--- config.mk ---
export PLATFORM = sky130hd
export DESIGN_NAME = st2_branch_ctrl
export DESIGN_NICKNAME = d
export VERILOG_FILES = /design/src/rtl/st2_pkg.sv /design/src/rtl/st2_branch_ctrl.sv
export SDC_FILE = /design/constraint.sdc
export NUM_CORES = 1
export LEC_CHECK = 0
export CORE_AREA = 2 2 89 65
export CTS_BUF_LIST = sky130_fd_sc_hd__clkbuf_8 sky130_fd_sc_hd__clkbuf_16
export DETAILED_ROUTE_END_ITERATION = 10
export DIE_AREA = 0 0 91 67
export GPL_TIMING_DRIVEN = 0
export PLACE_DENSITY = 0.74
export SLEW_MARGIN = 20
export SYNTH_ARGS = -nofsm -noshare
export SYNTH_HDL_FRONTEND = slang
export SYNTH_SLANG_ARGS = --single-unit
--- constraint.sdc ---
create_clock -name clk -period 3.2 [get_ports clk]
set_input_delay 0.64 -clock clk [delete_from_list [all_inputs] [get_ports clk]]
set_output_delay 0.64 -clock clk [all_outputs]
set_load 0.005 [all_outputs]
--- src/rtl/st2_pkg.sv ---
// Shared encodings for the stage-2 branch controller: branch condition codes,
// comparator result codes, controller state type and the taken rule.
package st2_pkg;

  localparam logic [1:0] COND_UNCOND = 2'b00;
  localparam logic [1:0] COND_BLT    = 2'b01;
  localparam logic [1:0] COND_BGT    = 2'b10;
  localparam logic [1:0] COND_BEQ    = 2'b11;

  localparam logic [1:0] CMP_NONE    = 2'b00;
  localparam logic [1:0] CMP_LESS    = 2'b01;
  localparam logic [1:0] CMP_GREATER = 2'b10;
  localparam logic [1:0] CMP_EQUAL   = 2'b11;

  typedef enum logic [1:0] {
    ST_IDLE  = 2'b00,
    ST_WAIT  = 2'b01,
    ST_FLUSH = 2'b10
  } br_state_t;

  // Condition codes are chosen so a conditional branch is taken exactly when
  // the comparator reports the matching code; "no result" never satisfies one.
  function automatic logic br_is_taken(input logic [1:0] cond, input logic [1:0] cmp);
    return (cond == COND_UNCOND) || ((cmp != CMP_NONE) && (cmp == cond));
  endfunction

endpackage

--- src/rtl/st2_branch_ctrl.sv ---
// Stage-2 branch controller: resolves branches when operands are ready,
// stalls IF/ID while waiting for forwarding, redirects the PC and squashes
// IF/ID for one cycle on a taken branch, and gives up after WAIT_MAX cycles.
module st2_branch_ctrl
  import st2_pkg::*;
#(
  parameter int WAIT_MAX = 7
) (
  input  logic        clk,
  input  logic        rst_n,
  input  logic        br_valid,
  input  logic [1:0]  br_cond,
  input  logic [15:0] br_target,
  input  logic [1:0]  cmp_result,
  input  logic        opnd_ready,
  input  logic        cnt_clr,
  output logic        stall_if_id,
  output logic        pc_load,
  output logic [15:0] pc_target,
  output logic        flush_if,
  output logic        timeout_err,
  output logic [7:0]  taken_cnt
);

  localparam int CW = (WAIT_MAX < 2) ? 1 : $clog2(WAIT_MAX + 1);

  br_state_t   state;
  logic [CW-1:0] wcnt;
  logic [1:0]  lat_cond;
  logic [15:0] lat_target;

  logic [1:0]  eval_cond;
  logic [15:0] eval_target;
  logic        eval_now;
  logic        eval_taken;
  logic        start_wait;

  // Pick the branch being resolved this cycle: live inputs in IDLE, latched copy in WAIT.
  always_comb begin
    eval_cond   = br_cond;
    eval_target = br_target;
    eval_now    = 1'b0;
    case (state)
      ST_IDLE: eval_now = br_valid & opnd_ready;
      ST_WAIT: begin
        eval_cond   = lat_cond;
        eval_target = lat_target;
        eval_now    = opnd_ready;
      end
      default: eval_now = 1'b0;
    endcase
    eval_taken = eval_now & br_is_taken(eval_cond, cmp_result);
    start_wait = (state == ST_IDLE) & br_valid & ~opnd_ready;
    stall_if_id = rst_n & (start_wait | ((state == ST_WAIT) & ~opnd_ready));
  end

  // Controller FSM with registered redirect, squash and timeout outputs.
  always_ff @(posedge clk or negedge rst_n) begin
    if (!rst_n) begin
      state       <= ST_IDLE;
      wcnt        <= '0;
      pc_load     <= 1'b0;
      flush_if    <= 1'b0;
      pc_target   <= 16'h0000;
      timeout_err <= 1'b0;
    end else begin
      pc_load     <= 1'b0;
      flush_if    <= 1'b0;
      timeout_err <= 1'b0;
      if (eval_taken) begin
        state     <= ST_FLUSH;
        pc_load   <= 1'b1;
        flush_if  <= 1'b1;
        pc_target <= eval_target;
      end else begin
        case (state)
          ST_IDLE: begin
            if (start_wait) begin
              state <= ST_WAIT;
              wcnt  <= '0;
            end
          end
          ST_WAIT: begin
            if (opnd_ready) begin
              state <= ST_IDLE;
            end else if (wcnt == CW'(WAIT_MAX - 1)) begin
              state       <= ST_IDLE;
              timeout_err <= 1'b1;
            end else begin
              wcnt <= wcnt + CW'(1);
            end
          end
          default: state <= ST_IDLE;
        endcase
      end
    end
  end

  // Hold the condition and target of a branch that has to wait for operands.
  always_ff @(posedge clk) begin
    if (start_wait) begin
      lat_cond   <= br_cond;
      lat_target <= br_target;
    end
  end

  // Saturating count of branches redirected; a clear beats a same-cycle increment.
  always_ff @(posedge clk or negedge rst_n) begin
    if (!rst_n) begin
      taken_cnt <= 8'd0;
    end else if (cnt_clr) begin
      taken_cnt <= 8'd0;
    end else if (eval_taken && (taken_cnt != 8'hFF)) begin
      taken_cnt <= taken_cnt + 8'd1;
    end
  end

endmodule

==> qor.yml, run 1 <==
numClockSinks: 49
clock_latency_ps: 310
hold_violations: 0
globalplace.congestion: 0.746
end_kind: "output pin"
cp.required_ps: 2560
crit_start: "opnd_ready"
synth_area_per_cell_sq_um: 13.2
post_cts_buffers: 0
min_period_ps: 2650
total_power_mw: 1.85
clockBufferDepth: 2
critPathMostFrequentCell: "clkdlybuf4s50_1"
place_area_sq_um: 2930
fin_skew_ps: 7.79
grt_pass1_vias: 1516
insertedDiodeCount: 0
swShare: 0.282
die_h_um: 67
p_seq_frac: 0.467
die_x_um: 91
dieArea_sq_um: 6100
slew_violations: 0
cts-root-buf: "clkbuf_8"
hpwl_mm: 3.18
hold_class: "primary input to asynchronous set/reset pin"
ys_seq_area_frac: 0.577
drv_cap: 0
synth_cells: 173
core_sq_um: 5170
rows: 22
cts_tree: "yes"
clkPwrFrac: 0.243
clkTransAtPathRegs_ps: 90
synthesis.area_sq_um: 2280
yosys_warnings: 0
dr.pass1.iters: 4
ys.flop_type: "dfrtp_1"
start_util: 0.441
finalCritPeriodShare: 0.828
overflow: 0
ioPinCount: 53
h-tree-depth: 2
antenna_left: 0
max_stage_delay_ps: 550
drive_above_1_share: 0.222
design_area_sq_um: 3050
max_freq_mhz: 377
ctsHoldBuffers: 0
worstMarginPinSlew_ps: 794
switchingPower_mw: 0.522
ys_ff_latch: 49
cts_resized: 0
ir_drop_mv: 0.280
path_class: "primary input to output pin"
start_kind: "primary input"
cts_buffers: 5
cp_slowest_cell: "clkdlybuf4s50_1"
grt_usage: 0.154
p_int_mw: 1.33
setup_viol: 0
arrival_ps: 2010
synthesis.nets: 201
total_leakage_power_nw: 1.15
port_buffers: 51
rsz0062_at_grt: "no"
drc: 0
synth_edf_count: 18
synthArstFlopShare: 0.633
vias: 1491
relSlewSlack: 0.471
path_cells: "clkdlybuf4s50_1, nor4b_1, clkdlybuf4s50_1"
syn_to_final_growth_pct: 33.5
ys_types: 37
grt_max_degree: 19
p_per_area_nw_per_um2: 608
antenna_found_initial: 0
fin_nets: 261
critPathMaxFanout: 5
r2r_start: "state[0]"
grt_pass1_wl_mm: 7.16
tns_ps: 0
power_frac_comb: 0.291
status: "finished, final reports clean"
initialDrtViolationCount: 69
wl_mm: 4.33
viasPerCell: 4.87
wire_per_inst_um: 14.2
-- flip-flops by register name (all words and copies together) (netlist names) --
register	flops
flush_if	1
lat_cond	2
lat_target	16
timeout_err	1
state	2
wcnt	3
pc_target	16
taken_cnt	8
-- power groups by stage --
stage,clock [mW],sequential [mW],combinational (mW)
after global routing,0.485,0.878,0.590
after CTS,0.463,0.865,0.548
after floorplan,0,0.872,0.275
final,0.450,0.863,0.538
after detailed placement,0,0.877,0.546
after global placement,0,0.874,0.528
-- path summary, 6_finish.rpt --
check | end | slack, ps | cells after the start
worst max-delay path | stall_if_id | 550 | 3
worst min-delay path | wcnt[2] | 240 | 1
worst max register to register | taken_cnt[5] | 1040 | 8
worst min register to register | wcnt[0] | 530 | 1
max in group asynchronous | pc_target[15] | 2530 | 2
min in group clk | wcnt[0] | 530 | 1
-- area by class of cell --
class	instances	area, sq um
plain buffers	9	86.3
clock buffers	5	68.8
clock inverters	3	46.3
fillers	448	2130
inverters	4	15.0
multi-input cells	111	880
flip-flops and latches	49	1320
well taps	72	90.1
repair buffers	53	544
-- worst max-delay path: cells and delay by family --
kind	cells	cell delay [ps]
buffers and inverters	2	1060
and+or+nand+nor	1	310
-- through the flow --
| stage | utilization | std cells | hold slack [ps] | setup slack, ps |
|---|---|---|---|---|
| 2_1_floorplan | - | 173 | 344 | 837 |
| 4_1_cts | 0.589 | 306 | 242 | 524 |
| 3_3_place_gp | 0.558 | 296 | 514 | -505 |
| 6_report | 0.589 | 306 | 238 | 550 |
| 5_1_grt | 0.589 | 306 | 252 | 401 |
| 3_5_place_dp | 0.566 | 298 | 523 | 552 |
-- synth_stat cells, types with 2 or more instances --
cell      number  area share
a21oi_1        4      0.0088
a21oi_2       16       0.061
and3_1         2      0.0055
buf_6          5       0.025
dfrtp_1       31        0.34
edfxtp_1      18        0.24
ha_1           3       0.016
inv_1          4      0.0066
mux2_4         2       0.013
mux2i_1       19       0.083
nand2_1        6      0.0099
nand2b_1       2      0.0055
nand3_1        4      0.0088
nor2_1        11       0.018
nor2_2         3      0.0082
nor2_4        10       0.049
nor2b_1        3      0.0082
nor3_1         2      0.0044
nor3b_1        2      0.0066
nor4b_1        2      0.0077
o21ai_0        6       0.013
or3_1          2      0.0055
or4_1          2      0.0066
-- placed cells by master, fill, tap and decap left out, types with 4 or more instances in the layout --
master           count
inv_1                4
nand3_1              4
dfrtp_1             31
clkdlybuf4s50_1     50
edfxtp_1            18
o21ai_0              6
a21oi_1              4
nor2_1              11
mux2i_1             19
clkbuf_8             5
buf_6                6
nand2_1              6
nor2_4              10
a21oi_2             16
-- layer usage --
metal,global-route usage,part of all wire
met5,0,0
met1,0.205,0.50
met3,0.0464,0.051
met2,0.243,0.44
met4,0.0511,0.011
-- cell families (layout without fill, tap and decap cells) --
| logic type | after synthesis | in the layout | share of synthesized area |
|---|---|---|---|
| muxes | 21 | 21 | 0.0965 |
| DFF | 49 | 49 | 0.577 |
| and+or+nand+nor | 55 | 55 | 0.159 |
| adders and majority gates | 3 | 3 | 0.0164 |
| xor gates and xnor gates | 1 | 1 | 0.00384 |
| buffers and inverters | 13 | 74 | 0.0444 |
| AOI/OAI and AO/OA | 31 | 31 | 0.103 |
Note: power is estimated with default switching activity, not from simulation.
==> run 2, diff against run 1 <==
--- a/config.mk
+++ b/config.mk
@@ -5,12 +5,12 @@
 export SDC_FILE = /design/constraint.sdc
 export NUM_CORES = 1
 export LEC_CHECK = 0
-export CORE_AREA = 2 2 89 65
+export CORE_AREA = 2 2 85 63
 export CTS_BUF_LIST = sky130_fd_sc_hd__clkbuf_8 sky130_fd_sc_hd__clkbuf_16
 export DETAILED_ROUTE_END_ITERATION = 10
-export DIE_AREA = 0 0 91 67
+export DIE_AREA = 0 0 87 65
 export GPL_TIMING_DRIVEN = 0
-export PLACE_DENSITY = 0.74
+export PLACE_DENSITY = 0.76
 export SLEW_MARGIN = 20
 export SYNTH_ARGS = -nofsm -noshare
 export SYNTH_HDL_FRONTEND = slang
==> constraint.sdc (replaced) <==
create_clock -name clk -period 2.5 [get_ports clk]
set_input_delay 0.5 -clock clk [delete_from_list [all_inputs] [get_ports clk]]
set_output_delay 0.5 -clock clk [all_outputs]
set_load 0.005 [all_outputs]
==> qor.yml, run 2 (synthesis gave the netlist of run 1 again) <==
relSlewSlack: 0.451
min_period_ps: 2450
layout.cells.non_filler: 293
core_sq_um: 4930
clkTransAtPathRegs_ps: 90
cts_tree: "yes"
drv_cap: 0
clock_latency_ps: 290
viasPerCell: 5.15
p_int_mw: 1.59
die_h_um: 65
final_common_cell: "clkdlybuf4s50_1"
max_freq_mhz: 409
crit_start: "opnd_ready"
critPathMostFrequentCell: "clkdlybuf4s50_1"
port_buffers: 51
p_per_area_nw_per_um2: 747
grt_pass1_vias: 1494
drive_above_1_share: 0.210
critPathMaxFanout: 5
mostFrequentLayoutCells: "clkdlybuf4s50_1, dfrtp_1, mux2i_1"
path_cells: "clkdlybuf4s50_1, nor4b_1, clkdlybuf4s50_1"
switchingPower_mw: 0.633
place_area_sq_um: 2890
grt_pass1_wl_mm: 7.19
ir_drop_mv: 0.490
rsz0062_at_grt: "no"
start_kind: "primary input"
swShare: 0.285
dr.pass1.iters: 4
fin_skew_ps: 10.9
cts_buffers: 5
wire_per_inst_um: 15.0
wl_mm: 4.38
critical_path_buf_inv_count: 2
total_power_mw: 2.22
max_stage_delay_ps: 570
initialDrtViolationCount: 51
antenna_left: 0
ioPinCount: 53
slew_violations: 0
design_area_sq_um: 2970
antenna_found_initial: 0
vias: 1508
globalplace.congestion: 0.737
path_class: "primary input to output pin"
status: "finished, final reports clean"
cp_top_family: "buffers and inverters"
hold_violations: 0
total_leakage_power_nw: 1.14
clockBufferDepth: 2
start_util: 0.463
insertedDiodeCount: 0
grt_usage: 0.167
r2r_start: "state[0]"
hold_class: "primary input to asynchronous set/reset pin"
drc: 0
overflow: 0
cp.required_ps: 2000
cp_slowest_cell: "clkdlybuf4s50_1"
rows: 22
ctsHoldBuffers: 0
dieArea_sq_um: 5660
finalCritPeriodShare: 0.979
fin_nets: 260
end_kind: "output pin"
setup_viol: 0
arrival_ps: 1950
h-tree-depth: 2
power_frac_comb: 0.311
hpwl_mm: 3.09
worstMarginPinSlew_ps: 823
reg_top3: "lat_target x16, pc_target x16, taken_cnt x8"
clkPwrFrac: 0.192
numClockSinks: 49
dp_cells: 285
syn_to_final_growth_pct: 30.3
grt_max_degree: 33
cts-root-buf: "clkbuf_8"
fin_util: 0.603
die_x_um: 87
p_seq_frac: 0.496
[run 2: metrics by stage]
| step | setup slack [ps] | TNS (ps) | hold WS, ps |
|---|---|---|---|
| floorplan | 277 | 0 | 204 |
| global placement | -998 | -18150 | 498 |
| detailed placement | -5.84 | -5.84 | 515 |
| CTS | 54.4 | 0 | 142 |
| global route | 12.1 | 0 | 151 |
| finish | 52.5 | 0 | 134 |
[run 2: cell type report]
type,instances,area [sq um]
fillers,384,1950
flip-flops and latches,49,1320
multi-input cells,111,880
repair buffers,52,519
plain buffers,9,86.3
well taps,60,75.1
clock buffers,5,68.8
inverters,4,15.0
clock inverters,3,12.5
[run 2: per-layer routing]
metal  track usage  wire length, um  vias up
li1              -                -      735
met1         0.250             2270      735
met2         0.240             1900       36
met3        0.0471              198        2
met4        0.0352               16        0
met5             0                0        -
[run 2: final timing paths]
path | endpoint | slack, ps | depth (start not counted)
worst min register to register | pc_target[4] | 530 | 2
worst min-delay path | pc_target[9] | 130 | 1
worst max-delay path | stall_if_id | 50 | 3
max in group asynchronous | state[1] | 2060 | 1
worst max register to register | taken_cnt[5] | 330 | 8
min in group clk | pc_target[4] | 530 | 2
[run 2: power by group through the flow]
stage	Sequential (mW)	Combinational (mW)	Clock [mW]
3_3_place_gp	1.11	0.678	0
6_report	1.10	0.692	0.427
5_1_grt	1.12	0.759	0.489
2_1_floorplan	1.12	0.352	0
4_1_cts	1.10	0.702	0.447
3_5_place_dp	1.12	0.698	0
[run 2: worst register-to-register path: stages (launching register included)]
cell and delay [ps]:
dfrtp_1 430, nor2b_2 270, buf_6 210, mux2i_1 200, a211o_1 140, nand3_1 100, buf_6 170, nor3_1 210
mux2_4 320
[run 2: repair_timing]
action                                  CTS  global route
resized for setup                         1             0
buffers inserted                          0             0
endpoints found under the setup margin    1             0
==> run 3, diff against run 2 <==
--- a/config.mk
+++ b/config.mk
@@ -5,12 +5,12 @@
 export SDC_FILE = /design/constraint.sdc
 export NUM_CORES = 1
 export LEC_CHECK = 0
-export CORE_AREA = 2 2 85 63
+export CORE_AREA = 2 2 89 65
 export CTS_BUF_LIST = sky130_fd_sc_hd__clkbuf_8 sky130_fd_sc_hd__clkbuf_16
 export DETAILED_ROUTE_END_ITERATION = 10
-export DIE_AREA = 0 0 87 65
+export DIE_AREA = 0 0 91 67
 export GPL_TIMING_DRIVEN = 0
-export PLACE_DENSITY = 0.76
+export PLACE_DENSITY = 0.71
 export SLEW_MARGIN = 20
 export SYNTH_ARGS = -nofsm -noshare
 export SYNTH_HDL_FRONTEND = slang
==> qor.yml, run 3 (synthesis gave the netlist of run 1 again) <==
status: "finished, final reports clean"
die_x_um: 91
cts-root-buf: "clkbuf_8"
start_util: 0.441
start_kind: "primary input"
vias: 1507
rsz0062_at_grt: "no"
grt_max_degree: 20
dieArea_sq_um: 6100
viasPerCell: 4.92
overflow: 0
critPathMaxFanout: 5
fin_nets: 261
wl_mm: 4.38
wire_per_inst_um: 14.3
p_per_area_nw_per_um2: 766
relSlewSlack: 0.488
insertedDiodeCount: 0
drive_above_1_share: 0.218
drv_cap: 0
post_cts_buffers: 0
max_freq_mhz: 422
ir_drop_mv: 0.540
hold_class: "primary input to asynchronous set/reset pin"
hold_violations: 0
h-tree-depth: 2
ctsHoldBuffers: 0
dr.pass1.iters: 4
setup_viol: 0
setup_slack_ps: 128
syn_to_final_growth_pct: 33.7
grt_pass1_wl_mm: 7.47
grt_usage: 0.158
antenna_left: 0
clock_latency_ps: 300
rows: 22
total_power_mw: 2.34
antenna_found_initial: 0
initialDrtViolationCount: 75
mostFrequentLayoutCells: "clkdlybuf4s50_1, dfrtp_1, mux2i_1"
dp_cells: 298
arrival_ps: 1870
port_buffers: 51
core_sq_um: 5170
fin_hold_ws_ps: 78.9
globalplace.congestion: 0.785
slew_violations: 0
total_leakage_power_nw: 1.16
path_class: "primary input to output pin"
reg_top3: "lat_target x16, pc_target x16, taken_cnt x8"
clkTransAtPathRegs_ps: 80
finalCritPeriodShare: 0.949
tns_ps: 0
cts_buffers: 5
grt_pass1_vias: 1540
min_period_ps: 2370
post-place-ws_ps: 53.8
cp.required_ps: 2000
n_fill_cell: 445
clockBufferDepth: 2
cts_tree: "yes"
layout.cells.non_filler: 306
ioPinCount: 53
die_h_um: 67
hpwl_mm: 3.23
numClockSinks: 49
worstMarginPinSlew_ps: 764
end_kind: "output pin"
drc: 0
fin_skew_ps: 14.4
final_common_cell: "clkdlybuf4s50_1"
-- run 3: repair_timing --
action                                  CTS  global route
endpoints found under the hold margin     0             0
resized for setup                         0             2
endpoints found under the setup margin    0             1
-- run 3: per-layer routing --
| layer | global-route usage | up-vias | share of wire |
|---|---|---|---|
| li1 | - | 733 | - |
| met1 | 0.212 | 733 | 0.49 |
| met2 | 0.257 | 39 | 0.44 |
| met3 | 0.0441 | 2 | 0.058 |
| met4 | 0.0398 | 0 | 0.0057 |
| met5 | 0 | - | 0 |
-- run 3: stage by stage --
stage                util  area (sq um)
CTS                 0.588          3040
global route        0.589          3050
finish              0.589          3050
detailed placement  0.567          2940
floorplan               -          2290
global placement    0.558          2890
-- run 3: area by class of cell --
class | count | area, sq um | area share
buffer | 9 | 86.3 | 0.0283
clock buffer | 5 | 68.8 | 0.0226
clock inverter | 3 | 37.5 | 0.0123
inverter | 4 | 15.0 | 0.00492
multi-input combinational | 111 | 886 | 0.290
sequential | 49 | 1320 | 0.431
tap | 72 | 90.1 | 0.0295
timing repair buffer | 53 | 551 | 0.180
-- run 3: path summary, 6_finish.rpt --
path                       depth (start not counted)            to  slack (ps)         start
setup / recovery                                   3   stall_if_id         130    opnd_ready
hold / removal                                     1  pc_target[1]          80         rst_n
setup reg to reg                                   8  taken_cnt[5]         310      state[1]
hold reg to reg                                    2  pc_target[7]         530  pc_target[7]
max in group asynchronous                          2  pc_target[5]        2050         rst_n
min in group clk                                   2  pc_target[7]         530  pc_target[7]
-- run 3: worst max-delay path, cell delays in order --
cell	delay, ps
clkdlybuf4s50_1	530
nor4b_2	300
clkdlybuf4s50_1	540
-- run 3: power breakdown --
group,switching [mW],internal (mW)
sequential,0.123,0.979
combinational,0.268,0.424
clock,0.252,0.292
total,0.643,1.69
